File: src/rtl/button_conditioner.sv
// Raw board buttons -> synchronized, debounced level plus 1-cycle press/release pulses,
// with optional per-channel auto-repeat. One independent channel per button.

module button_channel #(
  parameter int DB_CYCLES    = 1_000_000,
  parameter int REPEAT_DELAY = 50_000_000,
  parameter int REPEAT_RATE  = 25_000_000,
  parameter int CNT_W        = 26
) (
  input  logic clk,
  input  logic rst,
  input  logic raw,
  input  logic repeat_en,
  output logic level,
  output logic press,
  output logic release_out
);
  typedef enum logic [2:0] {
    IDLE, PRESS_WAIT, HELD, REPEAT, RELEASE_WAIT
  } state_t;

  localparam logic [CNT_W-1:0] DB_LAST  = CNT_W'(DB_CYCLES - 1);
  localparam logic [CNT_W-1:0] RD_LAST  = CNT_W'(REPEAT_DELAY - 1);
  localparam logic [CNT_W-1:0] RR_LAST  = CNT_W'(REPEAT_RATE - 1);

  logic             s1, s2;
  state_t           state, state_nxt;
  logic [CNT_W-1:0] cnt, cnt_nxt;
  logic             press_pulse, press_nxt;
  logic             release_pulse, release_nxt;

  always_ff @(posedge clk) begin
    if (!rst) begin
      s1            <= 1'b0;
      s2            <= 1'b0;
      state         <= IDLE;
      cnt           <= '0;
      press_pulse   <= 1'b0;
      release_pulse <= 1'b0;
    end else begin
      s1            <= raw;
      s2            <= s1;
      state         <= state_nxt;
      cnt           <= cnt_nxt;
      press_pulse   <= press_nxt;
      release_pulse <= release_nxt;
    end
  end

  always_comb begin
    state_nxt   = state;
    cnt_nxt     = cnt;
    press_nxt   = 1'b0;
    release_nxt = 1'b0;
    unique case (state)
      IDLE: begin
        if (s2) begin
          state_nxt = PRESS_WAIT;
          cnt_nxt   = '0;
        end
      end
      PRESS_WAIT: begin
        if (!s2) begin
          state_nxt = IDLE;
        end else if (cnt == DB_LAST) begin
          state_nxt = HELD;
          cnt_nxt   = '0;
          press_nxt = 1'b1;
        end else begin
          cnt_nxt = cnt + 1'b1;
        end
      end
      HELD: begin
        if (!s2) begin
          state_nxt = RELEASE_WAIT;
          cnt_nxt   = '0;
        end else if (cnt == RD_LAST) begin
          // Parked at the last delay count until repeat is enabled.
          if (repeat_en) begin
            state_nxt = REPEAT;
            cnt_nxt   = '0;
            press_nxt = 1'b1;
          end
        end else begin
          cnt_nxt = cnt + 1'b1;
        end
      end
      REPEAT: begin
        if (!s2) begin
          state_nxt = RELEASE_WAIT;
          cnt_nxt   = '0;
        end else if (!repeat_en) begin
          state_nxt = HELD;
          cnt_nxt   = '0;
        end else if (cnt == RR_LAST) begin
          cnt_nxt   = '0;
          press_nxt = 1'b1;
        end else begin
          cnt_nxt = cnt + 1'b1;
        end
      end
      RELEASE_WAIT: begin
        if (s2) begin
          state_nxt = HELD;
          cnt_nxt   = '0;
        end else if (cnt == DB_LAST) begin
          state_nxt   = IDLE;
          cnt_nxt     = '0;
          release_nxt = 1'b1;
        end else begin
          cnt_nxt = cnt + 1'b1;
        end
      end
      default: begin
        state_nxt = IDLE;
        cnt_nxt   = '0;
      end
    endcase
  end

  always_comb begin
    level       = (state == HELD) || (state == REPEAT) || (state == RELEASE_WAIT);
    press       = press_pulse;
    release_out = release_pulse;
  end
endmodule

module button_conditioner #(
  parameter int NUM_BTN      = 5,
  parameter int DB_CYCLES    = 1_000_000,
  parameter int REPEAT_DELAY = 50_000_000,
  parameter int REPEAT_RATE  = 25_000_000
) (
  input  logic               clk,
  input  logic               rst,
  input  logic [NUM_BTN-1:0] btn_raw,
  input  logic [NUM_BTN-1:0] repeat_en,
  output logic [NUM_BTN-1:0] btn_level,
  output logic [NUM_BTN-1:0] btn_press,
  output logic [NUM_BTN-1:0] btn_release
);
  localparam int MAX_A = (DB_CYCLES > REPEAT_DELAY) ? DB_CYCLES : REPEAT_DELAY;
  localparam int MAX_P = (MAX_A > REPEAT_RATE) ? MAX_A : REPEAT_RATE;
  localparam int CNT_W = (MAX_P > 1) ? $clog2(MAX_P) : 1;

  for (genvar g = 0; g < NUM_BTN; g++) begin : g_ch
    button_channel #(
      .DB_CYCLES   (DB_CYCLES),
      .REPEAT_DELAY(REPEAT_DELAY),
      .REPEAT_RATE (REPEAT_RATE),
      .CNT_W       (CNT_W)
    ) u_ch (
      .clk        (clk),
      .rst        (rst),
      .raw        (btn_raw[g]),
      .repeat_en  (repeat_en[g]),
      .level      (btn_level[g]),
      .press      (btn_press[g]),
      .release_out(btn_release[g])
    );
  end
endmodule

File: config.mk
export PLATFORM = sky130hd
export DESIGN_NAME = button_conditioner
export DESIGN_NICKNAME = d
export VERILOG_FILES = /design/src/rtl/button_conditioner.sv
export SDC_FILE = /design/constraint.sdc
export NUM_CORES = 1
export LEC_CHECK = 0
export BUFFER_PORTS_ARGS = -buffer_cell sky130_fd_sc_hd__buf_2
export CORE_MARGIN = 3
export CORE_UTILIZATION = 65
export CTS_BUF_LIST = sky130_fd_sc_hd__clkbuf_4 sky130_fd_sc_hd__clkbuf_8
export DETAILED_ROUTE_END_ITERATION = 16
export GPL_TIMING_DRIVEN = 0
export PLACE_DENSITY = 0.83
export SETUP_SLACK_MARGIN = 0.05
export SYNTH_ARGS = -nofsm -noshare
export SYNTH_HDL_FRONTEND = slang
export SYNTH_SLANG_ARGS = --single-unit
File: constraint.sdc
create_clock -name clk -period 4.2 [get_ports clk]
set_input_delay 0.63 -clock clk [delete_from_list [all_inputs] [get_ports clk]]
set_output_delay 0.63 -clock clk [all_outputs]
set_load 0.05 [all_outputs]
==> out/results.ini, run 1 <==
[status]
outcome=finished, final reports clean

[synthesis]
synth_seq_cells=165
synth_ff_type=dfxtp_1
synth-xor-area-share_pct=7.31
syn_area_um2=9100
synth_top_family_by_area=simple AND/OR/NAND/NOR gates
synth-edff-count=0
synth_fa_ha_area_share_pct=0.687
syn_inst=1128
synth-compound-area-share_pct=12.0
ys_seq_area_share_pct=36.3
synthMuxAreaShare_pct=0.234
synth_fp_nets=1145
yosysUniqueCellTypes=88
synth-simple-area-share_pct=38.5
yosysWarnings=0
synthArstFlopShare_pct=0
syn_avg_cell_area_um2=8.07

[clocking]
cts-hold-fix-buffers=0
cts_buffer_depth=2
cts_resized=0
cts_setup_buffers=0
clk_latency_ns=0.47
cts-htree-levels=4
cts_root_buffer=clkbuf_8
cts_tree=done
clock-sinks=165
path_clk_slew_ns=0.09
cts_inserted_buffers=17

[worst_setup_path]
required_ns=4.55
crit_chain=ha_1 > nand3_1 > nor3_1 > nand4_1 > o31ai_1 > buf_2 > nor3_1 > o21ai_1 > a21oi_1
cp_common_cell=nor3_1
arrival_ns=3.16
max_stage_delay_ns=0.50
cpMaxStageDelayCell=o31ai_1
end_kind=flop
worstSetupStartpointType=flop
path_max_fanout=10
critPathKind=reg -> reg

[global_routing]
antenna_found_initial=2
globalRouteOverflowTotal=0
grt_pass1_wl_um=35300
grtUsageTotal_pct=26.8
grt_pass1_vias=7552
grt_start_max_net_pins=17

[finish]
area_growth_pct=8.12
final_cell_mix=165 x dfxtp_1, 111 x nand2_1, 105 x nor2_1, 63 x a21oi_1, 61 x nand3_1
nNetsFinal=1190
regArea_um2=3300
mostFrequentLayoutCell=dfxtp_1
n_fill_cell=1091
diodes=0
final_cells=1362
multiInputGateArea_um2=5350
drive_above_1_share_pct=11.6

[sta]
clock_skew_ns=0.0111
finalSetupViolCount=0
rsz0062_at_grt=no
setup_tns_ns=0
tightest_slew_ns=0.789
drv_slew=0
fin_crit_sh_pct=67.0
fmax_mhz=355
finalHoldViolCount=0
slew_headroom_pct=46.9
min_period_ns=2.82

[floorplanning]
die_w_um=124
dieArea_um2=15500
pin_count=27
row_count=42
dieHeight_um=124
start_util_pct=67.7
core-area_um2=13500

[placement]
dp_hpwl_um=15000
placed_cells=1330
port_buffers=26
place.gp.congestion=0.946

[pwr]
p_per_area_nw_per_um2=294
p_leak_uw=0.00330
ir_worst_vdd_v=0.000323

[hold_path]
hold_class=in -> reg

[detailed_routing]
drt_drc_violations_left=0
first_pass_iters=5
via_count=8439
wire_per_inst_um=15.3
first_iter_violations=956
drt-vias-per-instance=6.20
wl_um=20900
antenna_left=0

[flow_run]
maxCapViolCount=0

## cell type report
cell class / count / share of cell area [%]
Clock buffer: 20 / 2.73
Sequential cell: 165 / 33.6
Timing Repair Buffer: 26 / 1.32
Multi-Input combinational cell: 875 / 54.3
Inverter: 26 / 1.02
Buffer: 62 / 3.60
Tap cell: 176 / 2.24
Clock inverter: 12 / 1.22
## report_power, final
| group | switching (uW) | internal (uW) | leakage (uW) |
|---|---|---|---|
| clock | 605 | 515 | 0.000182 |
| combinational | 138 | 59.2 | 0.00179 |
| sequential | 8.32 | 1570 | 0.00133 |
## worst paths after layout
| kind | start | endpoint | slack [ns] | cells past startpoint |
|---|---|---|---|---|
| max reg2reg | g_ch[3].u_ch.cnt[0] | g_ch[3].u_ch.cnt[6] | 1.38 | 9 |
| max | g_ch[3].u_ch.cnt[0] | g_ch[3].u_ch.cnt[6] | 1.38 | 9 |
| min reg2reg | g_ch[0].u_ch.s1 | g_ch[0].u_ch.s2 | 0.44 | 1 |
| min | btn_raw[1] | g_ch[1].u_ch.s1 | 0.37 | 2 |
## cells in the mapped netlist (25+ instances only)
library cell / count / area share [%]
a21oi_1: 63 / 3.5
and3_1: 32 / 2.2
clkbuf_1: 32 / 1.3
dfxtp_1: 165 / 36
inv_1: 25 / 1.0
nand2_1: 111 / 4.6
nand3_1: 61 / 3.4
nand4_1: 35 / 2.4
nor2_1: 105 / 4.3
nor3_1: 41 / 2.3
nor4_1: 26 / 1.8
o21ai_0: 36 / 2.0
or3_1: 35 / 2.4
xnor2_1: 32 / 3.1
xor2_1: 44 / 4.2
## state kept, by name, indices dropped and copies added, names as in the netlist
signal	cells
g_ch.u_ch.cnt	130
g_ch.u_ch.s2	5
g_ch.u_ch.release_out	5
g_ch.u_ch.press	5
g_ch.u_ch.s1	5
g_ch.u_ch.state	15
## routing by layer
metal	share of wire (%)	GRT usage [%]
met1	47	37.7
met2	45	41.2
met3	6.9	6.13
met4	1.6	8.32
met5	0.13	0
## kinds of logic after synthesis
logic type / count (synthesis)
AND/OR/NAND/NOR: 621
AO/OA/AOI/OAI: 171
buffers and inverters: 88
multiplexers: 2
adder cells (fa/ha/maj): 5
flip-flops: 165
XOR/XNOR: 76
## worst max-delay path, delay by kind of cell, from the launching register on
family          cells  cell delay (ns)
flops               1             0.40
buf+inv             1             0.32
fa+ha+maj           1             0.18
compound gates      3             0.75
simple gates        4             1.04
## per-stage QoR
step	hold WS [ns]	setup WS [ns]	cell area, um^2	power [uW]	util (%)
floorplan	0.412	1.76	9100	1750	-
global placement	0.414	1.36	9450	1810	70.3
detailed placement	0.423	1.38	9450	1810	70.3
CTS	0.334	1.40	9840	2920	73.2
global route	0.352	1.14	9840	3020	73.2
finish	0.365	1.38	9840	2900	73.2
Power figures use the tool's default switching activity.
==> run 2: changes to the inputs <==
--- a/config.mk
+++ b/config.mk
@@ -7,11 +7,11 @@
 export LEC_CHECK = 0
 export BUFFER_PORTS_ARGS = -buffer_cell sky130_fd_sc_hd__buf_2
 export CORE_MARGIN = 3
-export CORE_UTILIZATION = 65
+export CORE_UTILIZATION = 59
 export CTS_BUF_LIST = sky130_fd_sc_hd__clkbuf_4 sky130_fd_sc_hd__clkbuf_8
 export DETAILED_ROUTE_END_ITERATION = 16
 export GPL_TIMING_DRIVEN = 0
-export PLACE_DENSITY = 0.83
+export PLACE_DENSITY = 0.79
 export SETUP_SLACK_MARGIN = 0.05
 export SYNTH_ARGS = -nofsm -noshare
 export SYNTH_HDL_FRONTEND = slang
==> constraint.sdc (replaced) <==
create_clock -name clk -period 2.43 [get_ports clk]
set_input_delay 0.3645 -clock clk [delete_from_list [all_inputs] [get_ports clk]]
set_output_delay 0.3645 -clock clk [all_outputs]
set_load 0.05 [all_outputs]
==> out/results.ini, run 2 (same netlist as run 1, synthesis figures left out) <==
[sta]
slew_headroom_pct=51.1  ; +4.2 points
fin_ws_ns=-0.00741  ; -1.39 ns
rsz0062_at_grt=yes
setup_tns_ns=-0.0192  ; -0.0192 ns
clock_skew_ns=0.00960  ; -0.00146 ns
fin_crit_sh_pct=100  ; +33 points
fmax_mhz=410  ; +16%
min_period_ns=2.44  ; -0.378 ns
tightest_slew_ns=0.733  ; -0.0560 ns
finalSetupViolCount=4  ; +4
drv_slew=0  ; unchanged
finalHoldViolCount=0  ; unchanged

[placement]
place.gp.congestion=0.943  ; -0.26%
dp_hpwl_um=14900  ; -0.52%
port_buffers=26  ; unchanged

[finish]
regArea_um2=3360  ; +1.8%
diodes=0  ; unchanged
multiInputGateArea_um2=5910  ; +11%
fin_util_pct=74.8  ; +1.6 points
nNetsFinal=1246  ; +4.7%
final_cell_mix=136 x dfxtp_1, 104 x nand2_1, 102 x nor2_1, 66 x buf_4, 57 x nand3_1
area_growth_pct=21.6
largest-register=g_ch.u_ch.cnt
n_fill_cell=1026  ; -6.0%
drive_above_1_share_pct=25.8  ; +14 points
largest_register_ffs=130  ; unchanged
mostFrequentLayoutCell=dfxtp_1
top_regs=g_ch.u_ch.cnt: 130 flops, g_ch.u_ch.state: 15 flops

[clocking]
clk_latency_ns=0.46  ; about the same
cts_inserted_buffers=17  ; unchanged
clock-sinks=165  ; unchanged
cts-hold-fix-buffers=0  ; unchanged
cts_tree=done
cts-htree-levels=4  ; unchanged
cts_buffer_depth=2  ; unchanged
path_clk_slew_ns=0.08  ; about the same
cts_root_buffer=clkbuf_8

[floorplanning]
core-area_um2=14800  ; +10%
row_count=44  ; +4.8%
die_w_um=130  ; +4.7%
start_util_pct=61.5  ; -6.2 points
pin_count=27  ; unchanged
dieArea_um2=17000  ; +9.7%
dieHeight_um=130  ; +4.7%

[status]
violations=setup timing
outcome=finished, violations left

[detailed_routing]
first_pass_iters=6  ; +1
wl_um=24700  ; +18%
wire_per_inst_um=17.3  ; +13%
first_iter_violations=931  ; -2.6%
drt_drc_violations_left=0  ; unchanged
antenna_left=0  ; unchanged
drt-vias-per-instance=6.32  ; +2.0%
via_count=9010  ; +6.8%

[global_routing]
grt_pass1_wl_um=37600  ; +6.4%
antenna_found_initial=0  ; -2
grtUsageTotal_pct=26.9  ; +0.066 points
grt_start_max_net_pins=17  ; unchanged
globalRouteOverflowTotal=0  ; unchanged
grt_pass1_vias=7864  ; +4.1%

[pwr]
ir_worst_vdd_v=0.000330  ; +2.1%
p_per_area_nw_per_um2=482  ; +64%
p_leak_uw=0.00386  ; +17%
p_total_uw=5340  ; +84%

[worst_setup_path]
arrival_ns=2.79  ; -0.37 ns
path_buf_inv=2  ; +1
rr_startpoint=g_ch[2].u_ch.cnt[16]
worstSetupStartpointType=flop
cpMaxStageDelayCell=or4_4
critPathTopFamily=simple AND/OR/NAND/NOR gates
end_kind=flop
path_max_fanout=7  ; -3
worstSetupStartpoint=g_ch[2].u_ch.cnt[16]
crit_chain=nand3b_1 > or4_4 > or4_4 > a211oi_4 > buf_4 > nand2_4 > nand2_4 > buf_6 > nor2_1
max_stage_delay_ns=0.52  ; +0.02 ns
required_ns=2.79  ; -1.76 ns
critPathKind=reg -> reg

[hold_path]
hold_class=in -> reg
hold_start=btn_raw[0]

[flow_run]
maxCapViolCount=0  ; unchanged

run 2: changes by cell type in the layout (fill, tap and decap cells not counted), moves of 10 or more:
cell      before  now
buf_4         20   66
dfxtp_2        0   20
dfxtp_1      165  136
clkbuf_1      32   18
nor4_1        26   16
buf_6          1   22
run 2: final timing paths:
check             depth (start not counted)                    to  slack [ns]
hold / removal                            2       g_ch[0].u_ch.s1        0.10
hold reg to reg                           1       g_ch[0].u_ch.s2        0.44
setup / recovery                          9  g_ch[2].u_ch.cnt[13]      -0.007
setup reg to reg                          9  g_ch[2].u_ch.cnt[13]      -0.007
run 2: layout make-up:
cell class	count	area share (%)
Multi-Input combinational cell	875	53.4
Sequential cell	165	30.4
Timing Repair Buffer	88	5.97
Buffer	56	3.39
Clock buffer	24	2.81
Tap cell	184	2.08
Clock inverter	8	1.10
Inverter	26	0.904
run 2: where the power goes:
part | switching [uW] | internal, uW
Combinational | 287 | 188
Sequential | 14.1 | 2710
Clock | 987 | 1160
Total | 1290 | 4050
run 2: routing by layer:
layer	routed length, um	track usage [%]
met1	10500	35.6
met2	11900	44.0
met3	1680	5.28
met5	0	0
met4	608	9.17
run 2: what timing repair did:
item,CTS,global route
pin swaps,19,59
cloned,2,5
endpoints found under the hold margin,0,0
gates resized for setup,70,143
setup endpoints to repair,122,129
setup buffers,31,25
run 2: per-stage QoR:
step,worst slack [ns],hold WS (ns),cells,area [um^2]
2_1_floorplan,0.0570,0.412,1128,9100
3_3_place_gp,-0.361,0.414,1338,9460
3_5_place_dp,-0.363,0.418,1338,9460
4_1_cts,-0.0308,0.0848,1401,10400
5_1_grt,-0.0806,0.0993,1426,11100
6_report,-0.00741,0.100,1426,11100
